[src/rtl/seq_restoring_divider_pkg.sv]
// Shared definitions for the sequential restoring divider: FSM encoding,
// default width and constant helpers evaluated at elaboration time.
package seq_restoring_divider_pkg;

    typedef enum logic [1:0] {
        IDLE = 2'd0,
        CALC = 2'd1,
        DONE = 2'd2
    } state_t;

    // Default operand width for the M-extension datapath.
    localparam int unsigned DIV_WIDTH = 32;

    // Widest operand the constant helpers below can describe.
    localparam int unsigned MAX_WIDTH = 256;

    // Counter width for the CALC iteration counter; at least one bit.
    function automatic int unsigned cnt_width(input int unsigned w);
        return (w < 2) ? 1 : $clog2(w);
    endfunction

    // Most negative two's-complement value of a w-bit word, LSB-aligned.
    function automatic logic [MAX_WIDTH-1:0] min_neg(input int unsigned w);
        return MAX_WIDTH'(1) << (w - 1);
    endfunction

endpackage

[src/rtl/seq_restoring_divider_one_bit_ripple_borrow.sv]
// Full-subtractor cell: out = in0 - in1 - bin, bout = borrow to next bit.
module one_bit_ripple_borrow (
    input  logic bin,
    input  logic in0,
    input  logic in1,
    output logic out,
    output logic bout
);

    // Difference bit and borrow-out of a single subtractor stage.
    always_comb begin
        out  = in0 ^ in1 ^ bin;
        bout = (~in0 & in1) | (~(in0 ^ in1) & bin);
    end

endmodule

[src/rtl/seq_restoring_divider.sv]
// Multi-cycle restoring divider with RISC-V DIV/DIVU/REM/REMU semantics.
// One quotient bit per CALC cycle via a ripple-borrow trial subtraction.
module seq_restoring_divider
    import seq_restoring_divider_pkg::*;
#(
    parameter int unsigned WIDTH = DIV_WIDTH
) (
    input  logic             clk,
    input  logic             rst_n,
    input  logic             in_valid,
    output logic             in_ready,
    input  logic             in_signed,
    input  logic [WIDTH-1:0] dividend,
    input  logic [WIDTH-1:0] divisor,
    output logic             out_valid,
    input  logic             out_ready,
    output logic [WIDTH-1:0] quotient,
    output logic [WIDTH-1:0] remainder,
    output logic             busy
);

    localparam int unsigned      CNT_W    = cnt_width(WIDTH);
    localparam logic [CNT_W-1:0] CNT_LAST = CNT_W'(WIDTH - 1);
    localparam logic [WIDTH-1:0] MIN_NEG  = WIDTH'(min_neg(WIDTH));

    state_t state;
    state_t state_next;

    logic [CNT_W-1:0] cnt;
    // Partial remainder keeps only its low WIDTH bits: the stored value is
    // always below |divisor|, so bit WIDTH of R is zero between iterations.
    logic [WIDTH-1:0] rem_acc;
    logic [WIDTH-1:0] quo_acc;
    logic [WIDTH-1:0] dvs_mag;
    logic             neg_q;
    logic             neg_r;

    logic             dvd_neg;
    logic             dvs_neg;
    logic             div_zero;
    logic             overflow;
    logic             special;
    logic             last_iter;

    logic [WIDTH:0]   r_shift;
    logic [WIDTH:0]   sub_b;
    logic [WIDTH:0]   trial;
    logic [WIDTH+1:0] borrow;
    logic             final_borrow;
    logic             unused_trial_msb;

    logic [WIDTH-1:0] quo_step;
    logic [WIDTH-1:0] rem_step;
    logic [WIDTH-1:0] quo_final;
    logic [WIDTH-1:0] rem_final;

    // Operand classification, evaluated on the accept cycle.
    always_comb begin
        dvd_neg   = in_signed & dividend[WIDTH-1];
        dvs_neg   = in_signed & divisor[WIDTH-1];
        div_zero  = (divisor == '0);
        overflow  = in_signed & (dividend == MIN_NEG) & (divisor == '1);
        special   = div_zero | overflow;
        last_iter = (cnt == CNT_LAST);
    end

    // Shift in the next dividend bit and form the zero-extended subtrahend.
    always_comb begin
        r_shift = {rem_acc, quo_acc[WIDTH-1]};
        sub_b   = {1'b0, dvs_mag};
    end

    assign borrow[0] = 1'b0;

    for (genvar i = 0; i < WIDTH + 1; i++) begin : g_borrow_chain
        one_bit_ripple_borrow u_cell (
            .bin  (borrow[i]),
            .in0  (r_shift[i]),
            .in1  (sub_b[i]),
            .out  (trial[i]),
            .bout (borrow[i+1])
        );
    end

    // A successful trial always leaves bit WIDTH clear, so it is never kept.
    assign unused_trial_msb = trial[WIDTH];
    assign final_borrow     = borrow[WIDTH+1];

    // Restore-or-keep decision plus sign fix-up for the final iteration.
    always_comb begin
        quo_step  = {quo_acc[WIDTH-2:0], ~final_borrow};
        rem_step  = final_borrow ? r_shift[WIDTH-1:0] : trial[WIDTH-1:0];
        quo_final = neg_q ? -quo_step : quo_step;
        rem_final = neg_r ? -rem_step : rem_step;
    end

    // FSM state register.
    always_ff @(posedge clk or negedge rst_n) begin
        if (!rst_n) begin
            state <= IDLE;
        end else begin
            state <= state_next;
        end
    end

    // Next-state logic and handshake outputs.
    always_comb begin
        state_next = state;
        in_ready   = 1'b0;
        out_valid  = 1'b0;
        busy       = 1'b0;
        case (state)
            IDLE: begin
                in_ready = 1'b1;
                if (in_valid) begin
                    state_next = special ? DONE : CALC;
                end
            end
            CALC: begin
                busy = 1'b1;
                if (last_iter) begin
                    state_next = DONE;
                end
            end
            DONE: begin
                busy      = 1'b1;
                out_valid = 1'b1;
                if (out_ready) begin
                    state_next = IDLE;
                end
            end
            default: state_next = IDLE;
        endcase
    end

    // Operand latch, iteration datapath and result registers.
    always_ff @(posedge clk or negedge rst_n) begin
        if (!rst_n) begin
            cnt       <= '0;
            rem_acc   <= '0;
            quo_acc   <= '0;
            dvs_mag   <= '0;
            neg_q     <= 1'b0;
            neg_r     <= 1'b0;
            quotient  <= '0;
            remainder <= '0;
        end else begin
            case (state)
                IDLE: begin
                    if (in_valid) begin
                        cnt     <= '0;
                        rem_acc <= '0;
                        quo_acc <= dvd_neg ? -dividend : dividend;
                        dvs_mag <= dvs_neg ? -divisor : divisor;
                        neg_q   <= dvd_neg ^ dvs_neg;
                        neg_r   <= dvd_neg;
                        if (div_zero) begin
                            quotient  <= '1;
                            remainder <= dividend;
                        end else if (overflow) begin
                            quotient  <= dividend;
                            remainder <= '0;
                        end
                    end
                end
                CALC: begin
                    rem_acc <= rem_step;
                    quo_acc <= quo_step;
                    cnt     <= last_iter ? '0 : cnt + 1'b1;
                    if (last_iter) begin
                        quotient  <= quo_final;
                        remainder <= rem_final;
                    end
                end
                default: begin
                end
            endcase
        end
    end

endmodule

[config.mk]
export PLATFORM = sky130hd
export DESIGN_NAME = seq_restoring_divider
export DESIGN_NICKNAME = d
export VERILOG_FILES = /design/src/rtl/seq_restoring_divider_pkg.sv /design/src/rtl/seq_restoring_divider_one_bit_ripple_borrow.sv /design/src/rtl/seq_restoring_divider.sv
export SDC_FILE = /design/constraint.sdc
export NUM_CORES = 1
export LEC_CHECK = 0
export ABC_AREA = 1
export CORE_ASPECT_RATIO = 0.6
export CORE_UTILIZATION = 60
export DETAILED_ROUTE_END_ITERATION = 8
export DONT_BUFFER_PORTS = 1
export GPL_TIMING_DRIVEN = 0
export PLACE_DENSITY = 0.76
export SLEW_MARGIN = 25
export SYNTH_ARGS = -nofsm -noshare
export SYNTH_HDL_FRONTEND = slang
export SYNTH_SLANG_ARGS = --single-unit
[constraint.sdc]
create_clock -name clk -period 15.55 [get_ports clk]
set_input_delay 3.8875 -clock clk [delete_from_list [all_inputs] [get_ports clk]]
set_output_delay 3.8875 -clock clk [all_outputs]
set_load 0.01 [all_outputs]
Word-level counts from Yosys, hierarchy flattened
Index checks and enable logic that the tools add are counted.
{ "classes": {"eq_ne": 9, "n_reduce_logical": 8, "addsub": 5, "mux": 30, "bitwise": 229} }
{ "ops": {"columns": ["cell", "n"], "rows": [
  ["$mux W32", 15],
  ["$pmux W32 S2", 4],
  ["$neg A32 Y32", 4],
  ["$and A1 B1 Y1", 68],
  ["$not A1 Y1", 65],
  ["$eq A32 B32 Y1 const B", 2],
  ["$xor A1 B1 Y1", 64],
  ["$logic_not A32 Y1", 1],
  ["$or A1 B1 Y1", 32],
  ["$mux W5", 2],
  ["$pmux W5 S2", 1],
  ["$mux W2", 4],
  ["$ne A2 B2 Y1 const B", 3],
  ["$pmux W2 S3", 1],
  ["$add A5 B1 Y5 const B", 1],
  ["$eq A5 B5 Y1 const B", 1],
  ["$reduce_and A2 Y1", 2],
  ["$reduce_and A4 Y1", 1],
  ["$mux W1", 3],
  ["$ne A3 B3 Y1 const B", 1],
  ["$reduce_and A3 Y1", 1],
  ["$eq A2 B1 Y1 const B", 1],
  ["$eq A2 B2 Y1 const B", 1],
  ["$logic_not A2 Y1", 1],
  ["2 further kinds", 2]
]} }
{ "word_totals": {"word_cells": 290, "in_bits": 69, "output_inout_bits": 67, "reg_bits": 169} }

Depth between registers and ports, before layout
{ "logic_depth": {"word_depth": 70, "mapped_depth": 53} }

Cells and area by module
A second synthesis with hierarchy kept.
{ "unflattened": {"hier_cells": 1905, "area_unflattened_um2": 12495.7} }
{ "by_module_without_submodules": {"columns": ["mod", "cells_per_inst", "instances", "area_each_um2"], "rows": [
  ["seq_restoring_divider", 1773, 1, 11463.5],
  ["one_bit_ripple_borrow", 4, 33, 31.3]
]} }

Worst setup path before layout
Ideal clock, no wire load.
{ "synth_path": {"kind": "reg2reg", "from": "register quo_acc[31]", "to": "register quotient[24]", "synth_period_minus_slack_ps": 14219, "path_buffers": 2, "arrival_ps": 14102, "stages_incl_launch_ff": 52, "setup_ps": 116, "path_slack_ps": 1331, "cell_sequence": "dfrtp_1 > inv_1 > ha_1 > inv_1 > fa_1 > fa_1 > fa_1 > fa_1 > fa_1 > fa_1 > fa_1 > fa_1 > fa_1 > fa_1 > fa_1 > fa_1 > fa_1 > fa_1 > [... 16 more ...] > fa_1 > inv_1 > fa_1 > nor2_1 > buf_2 > buf_2 > ha_1 > inv_1 > nor3_1 > nand3_1 > nor2_1 > nand2_1 > o21ai_0 > nand3_1 > nand3_1 > nand2_1 > nand2_1 > nand2_1"} }
{ "synth_via": {"elab_chain_cells": 70} }
{ "synth_lines": {"columns": ["item", "line_no", "source"], "rows": [
  ["start: declaration", "seq_restoring_divider.sv:33", "logic [WIDTH-1:0] quo_acc;"],
  ["start signal: assignment", "seq_restoring_divider.sv:153", "quo_acc <= dvd_neg ? -dividend : dividend;"],
  ["start signal: assignment", "seq_restoring_divider.sv:168", "quo_acc <= quo_step;"],
  ["$not A1 Y1", "seq_restoring_divider_one_bit_ripple_borrow.sv:13", "bout = (~in0 & in1) | (~(in0 ^ in1) & bin);"],
  ["$and A1 B1 Y1 (2 in series)", "seq_restoring_divider_one_bit_ripple_borrow.sv:13", null],
  ["$or A1 B1 Y1", "seq_restoring_divider_one_bit_ripple_borrow.sv:13", null],
  ["$and A1 B1 Y1", "seq_restoring_divider_one_bit_ripple_borrow.sv:13", null],
  ["$or A1 B1 Y1", "seq_restoring_divider_one_bit_ripple_borrow.sv:13", null],
  ["$and A1 B1 Y1", "seq_restoring_divider_one_bit_ripple_borrow.sv:13", null],
  ["$or A1 B1 Y1", "seq_restoring_divider_one_bit_ripple_borrow.sv:13", null],
  ["$and A1 B1 Y1", "seq_restoring_divider_one_bit_ripple_borrow.sv:13", null],
  ["[... 53 more ...]", null, null],
  ["$and A1 B1 Y1", "seq_restoring_divider_one_bit_ripple_borrow.sv:13", null],
  ["$or A1 B1 Y1", "seq_restoring_divider_one_bit_ripple_borrow.sv:13", null],
  ["$and A1 B1 Y1", "seq_restoring_divider_one_bit_ripple_borrow.sv:13", null],
  ["$not A1 Y1", "seq_restoring_divider.sv:91", "quo_step = {quo_acc[WIDTH-2:0], ~final_borrow};"],
  ["$neg A32 Y32", "seq_restoring_divider.sv:93", "quo_final = neg_q ? -quo_step : quo_step;"],
  ["$mux W32", "seq_restoring_divider.sv:93", null],
  ["$mux W32", "seq_restoring_divider.sv:170", "if (last_iter) begin"],
  ["$pmux W32 S2", "seq_restoring_divider.sv:148", "case (state)"],
  ["end signal: assignment", "seq_restoring_divider.sv:161", "quotient <= dividend;"],
  ["end signal: assignment", "seq_restoring_divider.sv:171", "quotient <= quo_final;"],
  ["end: declaration", "seq_restoring_divider.sv:17", "output logic [WIDTH-1:0] quotient,"]
]} }
No other way between the ends. The select of a mux whose other input is x is not followed.
A chain may end at the register's enable or synchronous reset.

Worst setup path after layout
{ "layout_path": {"from": "register quo_acc[31]", "to": "register quotient[28]"} }
The elaborated chain is that of the path after synthesis.

==> results_dict.tcl <==
set metrics [dict create \
    outcome "completed" \
    power.density_nw_per_um2 269.3 \
    crit_fanout 10 \
    met3_usage_pct 20.92 \
    netlist_instances 1814 \
    crit_top_cell "fa_1" \
    syn-cell-area_um2 12230 \
    worst_r2r_path_depth 53 \
    power_mw 3.615 \
    synth_warnings 0 \
    grt_max_degree 170 \
    gr-total-overflow 0 \
    met2_usage_pct 55.47 \
    rows 40 \
    firstDrtPassIters 6 \
    cts_buffers 17 \
    worst_slew_pin_slew_ns 0.9763 \
    clockBufferDepth 2 \
    met1_usage_pct 66.46 \
    ys_top_cells_by_area "dfrtp_1, nand2_1, o21ai_0, inv_1, nand3_1" \
    critical-path-slowest-cell "fa_2" \
    min_period_ns 15.15 \
    clock_latency_ns 0.47 \
    placed_cell_area_um2 12570 \
    r2r_slack_ns 0.40 \
    rr_startpoint "quo_acc[31]$_DFFE_PN0P_" \
    synth_ff_type "dfrtp_1" \
    synthArstFlopShare_pct 100.0 \
    dp_slack_ns -0.4066 \
    initial_utilization_pct 61.24 \
    synth.most_common_cell "nand2_1" \
    fin_ws_ns 0.4038 \
    cts.sinks 169 \
    fin_nets 1949 \
    cp.arrival_ns 15.50 \
    io_pins 136 \
    synth_cell_types 41 \
    design_area_um2 13420 \
    dieWidth_um 186.3 \
    clock.fmax_mhz 66.02 \
    cp-start-kind "flop" \
    drc 0 \
    r2r-end "quotient[28]$_DFFE_PN0P_" \
    leakage_nw 6.463 \
    grt_usage_pct 44.22 \
    sequentialPowerShare_pct 22.9 \
    skew_ns 0.01739 \
    min-delay-start "quo_acc[28]$_DFFE_PN0P_" \
    worstHoldPathType "reg2reg" \
    yosysTopAreaCell "dfrtp_1" \
    area.growth.synth_to_final_pct 9.761 \
    p_comb_share_pct 63.8 \
    p_int_mw 1.609 \
    place_inst 2087 \
    antenna_left 0 \
    synth_edf_count 0 \
    routabilityCongestion 1.075 \
    syn_nets 1925 \
    clkTransAtPathRegs_ns 0.07 \
    slew_violations 0 \
    die_area_um2 20980 \
    cts_tree "built" \
    yosysTopAreaCellShare_pct 34.58 \
    fin_cells 2126 \
    fp.coreArea_um2 19970 \
    synthTopCellsByCount "nand2_1, o21ai_0, inv_1, dfrtp_1, nor2_1" \
    routed_wl_um 45940 \
    crit_required_ns 15.90 \
    whs_path_depth 2 \
    syn_area_per_cell_um2 6.742 \
    final-setup-viol-count 0 \
    avgRoutedWirePerCell_um 21.61 \
    drive_gt1_share_pct 5.402 \
    busiest_layer "met1" \
    initialDrtViolationCount 2087 \
    relSlewSlack_pct 34.91 \
    min_to "quo_acc[28]$_DFFE_PN0P_" \
    slowest_delay_ns 0.48 \
    cts_hold_buf 0 \
    root_buffer "clkbuf_16" \
    first_global_vias 11878 \
    path_class "reg2reg" \
    finalCritPeriodShare_pct 97.40 \
    finalHoldViolCount 0 \
    hpwlAfterDp_um 34670 \
    grt_pass1_wl_um 68990 \
    maxCapViolCount 0 \
    sw_frac_of_total_pct 55.49 \
    yosysSeqAreaShare_pct 34.58 \
    drt-vias-per-instance 6.212 \
    ys_seq_elements 169 \
    htreeDepth 4 \
    antenna_found_initial 1 \
    vias 13206 \
    hold_ws_ns 0.4840 \
    end_kind "flop" \
    p_sw_mw 2.006 \
    die_y_um 112.6 \
    place.port_buffers 0 \
    p_clk_share_pct 13.3 \
    vdd_ir_drop_max_uv 170.7 \
]
==> area by class of cell <==
cell class / instances / area, µm²
Multi-Input combinational cell: 1376 / 7038
Fill cell: 1761 / 6546
Sequential cell: 169 / 4229
Inverter: 187 / 705.7
Clock buffer: 20 / 456.7
Buffer: 83 / 417.9
Tap cell: 273 / 341.6
Clock inverter: 12 / 186.4
Timing Repair Buffer: 4 / 42.54
Antenna cell: 2 / 5.005
==> repair_timing <==
action,4_1_cts,5_1_grt
endpoints found under the setup margin,8,44
cloned,0,1
hold endpoints to repair,0,0
pin swaps,0,9
setup buffers,0,4
resized for setup,9,40
==> sequential cells by signal, summed over array words and instances, names as in the netlist <==
register / cells
quo_acc: 32
cnt: 5
state: 2
neg_r: 1
quotient: 32
neg_q: 1
rem_acc: 32
dvs_mag: 32
remainder: 32
==> metal layers <==
layer | part of all wire (%) | up-vias
li1 | - | 5926
met1 | 43 | 6203
met2 | 36 | 998
met3 | 19 | 77
met4 | 1.6 | 2
met5 | 0.29 | -
==> worst max path at each step <==
stage	slack [ns]	cells after the start	to	start
after floorplan	1.33	51	quotient[24]$_DFFE_PN0P_	quo_acc[31]$_DFFE_PN0P_
after CTS	0.03	53	quotient[26]$_DFFE_PN0P_	quo_acc[31]$_DFFE_PN0P_
after global routing	-0.03	53	quotient[28]$_DFFE_PN0P_	quo_acc[31]$_DFFE_PN0P_
final	0.40	53	quotient[28]$_DFFE_PN0P_	quo_acc[31]$_DFFE_PN0P_
after global placement	-0.10	51	quotient[24]$_DFFE_PN0P_	quo_acc[31]$_DFFE_PN0P_
after detailed placement	-0.41	51	quotient[24]$_DFFE_PN0P_	quo_acc[31]$_DFFE_PN0P_
==> power by group through the flow <==
stage	sequential, mW	clock [mW]	combinational, mW
detailed placement	0.824	0	2.06
floorplan	0.781	0	1.47
finish	0.828	0.482	2.30
CTS	0.820	0.480	2.10
global route	0.849	0.496	2.51
global placement	0.820	0	2.01
==> worst max-delay path: cells and delay by family, from the launching register on <==
kind                     cells  cell delay (ns)
adder cells (fa/ha/maj)     33            12.16
AND/OR/NAND/NOR             13             1.75
buffers and inverters        7             0.70
flip-flops                   1             0.40
==> cells by family (layout without fill, tap and decap cells) <==
| family | after synthesis | in the layout | share of synthesized area [%] |
|---|---|---|---|
| and+or+nand+nor | 965 | 966 | 32.65 |
| AOI/OAI and AO/OA | 323 | 323 | 14.33 |
| buffers and inverters | 270 | 306 | 9.014 |
| DFF | 169 | 169 | 34.58 |
| xor gates and xnor gates | 45 | 45 | 3.223 |
| adders and majority gates | 42 | 42 | 6.200 |
| other | 0 | 2 | 0 |
==> stage by stage <==
| stage | TNS [ns] | utilization [%] |
|---|---|---|
| CTS | 0 | 66.31 |
| global route | -0.04854 | 67.19 |
| floorplan | 0 | - |
| finish | 0 | 67.22 |
| detailed placement | -2.039 | 62.95 |
| global placement | -0.3193 | 62.95 |
==> cells in the final DEF, fill, tap and decap left out, types with 3 or more instances in the layout <==
cell and n:
o21ai_1 16, o31ai_1 9, buf_1 7, nand3b_1 5, o221ai_1 3, or2_2 7, nor3_1 20, nand2_2 6
nand2_1 600, nor4_1 6, o21ai_2 3, o211ai_1 18, ha_1 11, clkbuf_1 58, nand3_2 3, inv_1 183
dfrtp_1 169, nand3_1 131, nor2_1 138, nand4_1 30, o21bai_1 3, clkbuf_16 17, fa_2 4, nor2_4 7
xnor2_1 12, inv_6 4, a21oi_1 49, fa_1 27, bufinv_16 4, a31oi_1 3, xor2_1 33, buf_4 11
buf_6 8, nor2_2 6, o22ai_1 27, o21ai_0 189
No activity file was read; power rests on OpenSTA's default activity.
